<file path="config.mk">
export PLATFORM = sky130hd
export DESIGN_NAME = param_regfile
export DESIGN_NICKNAME = d
export VERILOG_FILES = /design/src/rtl/param_regfile.sv
export SDC_FILE = /design/constraint.sdc
export NUM_CORES = 2
export LEC_CHECK = 0
export ABC_CLOCK_PERIOD_IN_PS = 2200
export BUFFER_PORTS_ARGS = -buffer_cell sky130_fd_sc_hd__buf_2
export CORE_UTILIZATION = 40
export DETAILED_ROUTE_END_ITERATION = 16
export PLACE_DENSITY_LB_ADDON = 0.12
export REMOVE_ABC_BUFFERS = 1
export SYNTH_ARGS = -nofsm -noshare
export SYNTH_HDL_FRONTEND = slang
export SYNTH_SLANG_ARGS = --single-unit
</file>
<file path="constraint.sdc">
create_clock -name clk -period 2.2 [get_ports clk]
set_input_delay 0.11 -clock clk [delete_from_list [all_inputs] [get_ports clk]]
set_output_delay 0.11 -clock clk [all_outputs]
set_load 0.01 [all_outputs]
</file>
<file path="src/rtl/param_regfile.sv">
// Multi-entry register file: one write port, two combinational read ports,
// optional hardwired-zero entry 0 and same-cycle write-to-read bypass.
module param_regfile #(
  parameter int WIDTH    = 32,
  parameter int ADDR_W   = 5,
  parameter int ZERO_REG = 1,
  parameter int BYPASS   = 1
) (
  input  logic              clk,
  input  logic              rst,
  input  logic              w_enable,
  input  logic [ADDR_W-1:0] w_addr,
  input  logic [WIDTH-1:0]  data_in,
  input  logic [ADDR_W-1:0] r_addr_a,
  input  logic [ADDR_W-1:0] r_addr_b,
  output logic [WIDTH-1:0]  data_out_a,
  output logic [WIDTH-1:0]  data_out_b
);

  localparam int unsigned DEPTH = 2 ** ADDR_W;

  logic [WIDTH-1:0] mem [DEPTH];
  logic             w_zero;

  assign w_zero = (ZERO_REG != 0) && (w_addr == '0);

  always_ff @(posedge clk or negedge rst) begin
    if (!rst) begin
      for (int unsigned i = 0; i < DEPTH; i++) begin
        mem[i] <= '0;
      end
    end else if (w_enable && !w_zero) begin
      mem[w_addr] <= data_in;
    end
  end

  // Reset forces 0, zero register beats bypass, bypass beats stored value.
  function automatic logic [WIDTH-1:0] rd(input logic [ADDR_W-1:0] addr);
    logic [WIDTH-1:0] v;
    v = mem[addr];
    if (!rst) begin
      v = '0;
    end else if ((ZERO_REG != 0) && (addr == '0)) begin
      v = '0;
    end else if ((BYPASS != 0) && w_enable && (w_addr == addr)) begin
      v = data_in;
    end
    return v;
  endfunction

  always_comb begin
    data_out_a = rd(r_addr_a);
  end

  always_comb begin
    data_out_b = rd(r_addr_b);
  end

endmodule
</file>
==> summary.md <==
| Metric | Value |
|---|---|
| Status | finished, violations left |
| Failing checks | negative setup slack |
| Via density | between 6 and 7 |
| Worst setup slack after layout | -0.388 ns |
| Detailed router's first-iteration violation count | between 2,000 and 3,000 |
| Final cycle utilization of the critical path | 118% |
| Fraction of layout cells with a size suffix above 1 | 58.5% |
| Library cell with the largest summed area after synthesis | sky130_fd_sc_hd__dfrtp_1 |
| Multiplexer fraction of the synthesized cell area | about two fifths |
| Die Y | between 300 and 400 um |
| # Max-Cap Violations | 0 |
| Syn. warnings | 0 |
| Crit path arrival time | between 2 and 2.5 ns |
| Global-route usage over all layers | 28.0% |
| Total of flip-flops plus latches after synthesis | ~1,000 |
| Post-Place Setup Slack | -0.265 ns |
| Highest cell delay on the worst timing path | around 0.37 ns |
| Post-synthesis instance area | between 50,000 and 60,000 sq um |
| DRT Wirelength | 192,000 um |
| Number of core rows | ~140 |
| Combinational family with the most area after synthesis | multiplexers |
| Top FF cell, synth | sky130_fd_sc_hd__dfrtp_1 |
| Placer Congestion | just over 0.8 |
| Flop2flop setup slack | between 1 and 1.5 ns |
| Core ar. | around 140,000 sq um |
| Sequential cell area fraction in the yosys report | a little under half |
| Power per unit of standard cell area | between 800 and 900 nW/um^2 |
| Buffer cell driving the clock tree root | sky130_fd_sc_hd__clkbuf_16 |
| Clock tree buffer depth | 3 |
| TritonCTS buffer count | 117 |
| Remaining global-route overflow | 0 |
| Largest register FFs | between 1,000 and 1,500 |
| Slew at the pin with the worst max-slew slack | 1.31 ns |
| TritonCTS clock tree | done |
| Final design area excluding fillers | roughly 66,000 sq um |
| Largest registers | mem (1024) |
| Final setup violation count | between 60 and 70 |
| Maximum number of pins on one net before global-route repair | about 170 |
| Normalized max-slew margin | between 10% and 20% |
| Post-synthesis adder-cell area fraction | 0% |
| Endpoint class of the critical path | primary output |
| Register with the most flip-flops | mem |
| Cell family with the largest share of critical-path delay | compound AO/OA/AOI/OAI gates |
| Worst ir drop on vdd | roughly 0.64 mV |
| # port buffers | 113 |
| Peak fanout along the critical path | 3 |
| Number of nets in the layout | around 4,000 |
| Area share of the largest cell type after synthesis | 46.7% |
| Number of global-route vias before repair | around 37,000 |
| Cells along the critical path | mux2i_1 -> a221oi_2 -> buf_4 -> nor3b_2 -> a211oi_2 -> a221o_1 -> buf_2 |
| Worst Skew | 0 ns |
| Synth unique cells | between 50 and 60 |
| Pleak | roughly 29 nW |
| Crit Path Category | flop to primary output |
| Post-synth EDFFs | 0 |
| Total cell area at the placement stage | 60,300 sq um |
| RSZ-0062 raised after global routing | true |
| H-Tree Depth | 3 |
| Syn-to-layout area delta | 20.6% |
| Cell types occupying the most area after synthesis | sky130_fd_sc_hd__dfrtp_1 47%, sky130_fd_sc_hd__mux2_2 20%, sky130_fd_sc_hd__mux4_2 17% |
| Final-report hold violation count | 0 |
| Top library cells by usage in the layout, fill and taps aside | 1,024 x sky130_fd_sc_hd__dfrtp_1, 966 x sky130_fd_sc_hd__mux2_2, 408 x sky130_fd_sc_hd__mux4_2, 219 x sky130_fd_sc_hd__buf_4, 213 x sky130_fd_sc_hd__mux2i_1 |
| Synthesized netlist cell count | about 3,800 |
| Standard cell with the maximum stage delay on the critical path | sky130_fd_sc_hd__dfrtp_1 |
| Type of the tightest min-delay check | primary input to flop |
| Startpoint types | flop |
| Tmin final | ~2.6 ns |
| Post-synthesis simple-gate area fraction | roughly 1.4% |
| Final max-slew violation count | 0 |
| Remaining DRCs | 0 |
| Required time of the worst setup path | around 2.1 ns |
| Final-layout worst hold slack | 0.0593 ns |
| Complex-gate fraction of the synthesized area | 6.99% |
| Max Clock Freq | between 0.3 and 0.4 GHz |
| Post-synthesis xor/xnor area fraction | less than 1% |
| Asr flop ratio synth | between 90% and 100% |
| Clock slew seen by the registers of the worst setup and hold paths | 0.06 ns |
| Buf/Inv on CP | 2 |
| Initial Utilization | between 40% and 50% |
| Placed wire-length estimate | 120,000 um |
| Full die area | about 140,000 sq um |
| Clock insertion delay at the later pin of the skew report | around 0.73 ns |
| Die extent in x | between 300 and 400 um |
| Clock tree sinks | slightly above 1,000 |
| First-pass DRT Iterations | 5 |
| Number of top-level design ports | between 100 and 150 |
| Vias after detailed routing | ~37,000 |
| Setup TNS after final layout | -13.84 ns |
| Most common cell after layout, fill and taps aside | sky130_fd_sc_hd__dfrtp_1 |
| Synth Area per Inst | 14.6 sq um |
| Wire length per cell after detailed routing | 32.9 um |
| Antenna violations before repair | 6 |
| First-pass GRT wire length | about 280,000 um |
| Antenna viol nets, final | 0 |
area by class of cell:
class	instances	area, sq um
clock inverters	39	517
clock buffers	174	3520
diodes	4	10.0
fillers	11800	69700
inverters	2	10.0
multi-input cells	2288	28600
well taps	1781	2230
repair buffers	515	5620
flip-flops and latches	1024	25600
routing by layer:
metal	wire length [um]	vias to the layer above	GRT usage, %
met3	10100	244	4.15
met5	0	-	0
met4	4400	0	6.96
met1	88100	20100	40.9
met2	89200	1039	43.7
li1	-	15100	-
cells by family after synthesis:
kind of cell	after synthesis
and+or+nand+nor	154
buffers and inverters	443
muxes	1599
AOI/OAI and AO/OA	525
DFF	1024
xor gates and xnor gates	10
repair_timing:
| action | 4_1_cts | 5_1_grt |
|---|---|---|
| hold endpoints to repair | 889 | 99 |
| gates resized for setup | 228 | 90 |
| hold buffers | 28 | 2 |
| endpoints found under the setup margin | 64 | 64 |
| pin swaps | 146 | 51 |
| setup buffers | 23 | 12 |
Yosys cell counts (4+ instances only):
cell / count
sky130_fd_sc_hd__a211oi_1: 6
sky130_fd_sc_hd__o22ai_1: 64
sky130_fd_sc_hd__clkbuf_1: 241
sky130_fd_sc_hd__dfrtp_1: 1024
sky130_fd_sc_hd__nor2b_1: 5
sky130_fd_sc_hd__nor2_2: 5
sky130_fd_sc_hd__mux4_2: 408
sky130_fd_sc_hd__a21oi_1: 61
sky130_fd_sc_hd__buf_4: 20
sky130_fd_sc_hd__a221o_1: 36
sky130_fd_sc_hd__nand2_1: 42
sky130_fd_sc_hd__nor3_1: 8
sky130_fd_sc_hd__buf_8: 10
sky130_fd_sc_hd__o21ai_0: 65
sky130_fd_sc_hd__mux2_1: 11
sky130_fd_sc_hd__a21boi_0: 15
sky130_fd_sc_hd__buf_1: 22
sky130_fd_sc_hd__mux2_2: 966
sky130_fd_sc_hd__nand2_2: 8
sky130_fd_sc_hd__mux2i_1: 214
sky130_fd_sc_hd__o21bai_1: 13
sky130_fd_sc_hd__a21boi_1: 6
sky130_fd_sc_hd__xor2_1: 7
sky130_fd_sc_hd__nand3_1: 35
sky130_fd_sc_hd__a221oi_1: 85
sky130_fd_sc_hd__or2_2: 4
sky130_fd_sc_hd__nand2b_1: 7
sky130_fd_sc_hd__nor3b_1: 9
sky130_fd_sc_hd__o22a_1: 9
sky130_fd_sc_hd__o21ai_1: 29
sky130_fd_sc_hd__a22oi_1: 95
sky130_fd_sc_hd__buf_6: 19
sky130_fd_sc_hd__o2111a_1: 32
sky130_fd_sc_hd__buf_2: 127
sky130_fd_sc_hd__nor2_1: 18
final timing paths:
| path | endpoint | cells after the start | start |
|---|---|---|---|
| hold / removal | mem[393]$_DFFE_PN0P_ | 2 | data_in[9] |
| hold reg to reg | mem[1009]$_DFFE_PN0P_ | 0 | mem[1009]$_DFFE_PN0P_ |
| setup reg to reg | mem[780]$_DFFE_PN0P_ | 2 | mem[780]$_DFFE_PN0P_ |
| max in group asynchronous | mem[60]$_DFFE_PN0P_ | 5 | rst |
| setup / recovery | data_out_b[24] | 7 | mem[568]$_DFFE_PN0P_ |
| min in group asynchronous | mem[253]$_DFFE_PN0P_ | 4 | rst |
metrics by stage:
stage	total power [W]	cells	utilization (%)
after floorplan	0.0320	3314	-
after global placement	0.0363	5558	44.4
after detailed placement	0.0366	5558	44.4
after CTS	0.0581	5809	48.3
after global routing	0.0605	5823	48.7
final	0.0579	5827	48.7
power breakdown:
| part | switching, W | leakage, nW | internal (W) |
|---|---|---|---|
| registers | 0.00253 | 13.1 | 0.0224 |
| clock network | 0.00842 | 1.99 | 0.0123 |
| logic | 0.00506 | 13.4 | 0.00721 |
Note: power is estimated with default switching activity, not from simulation.
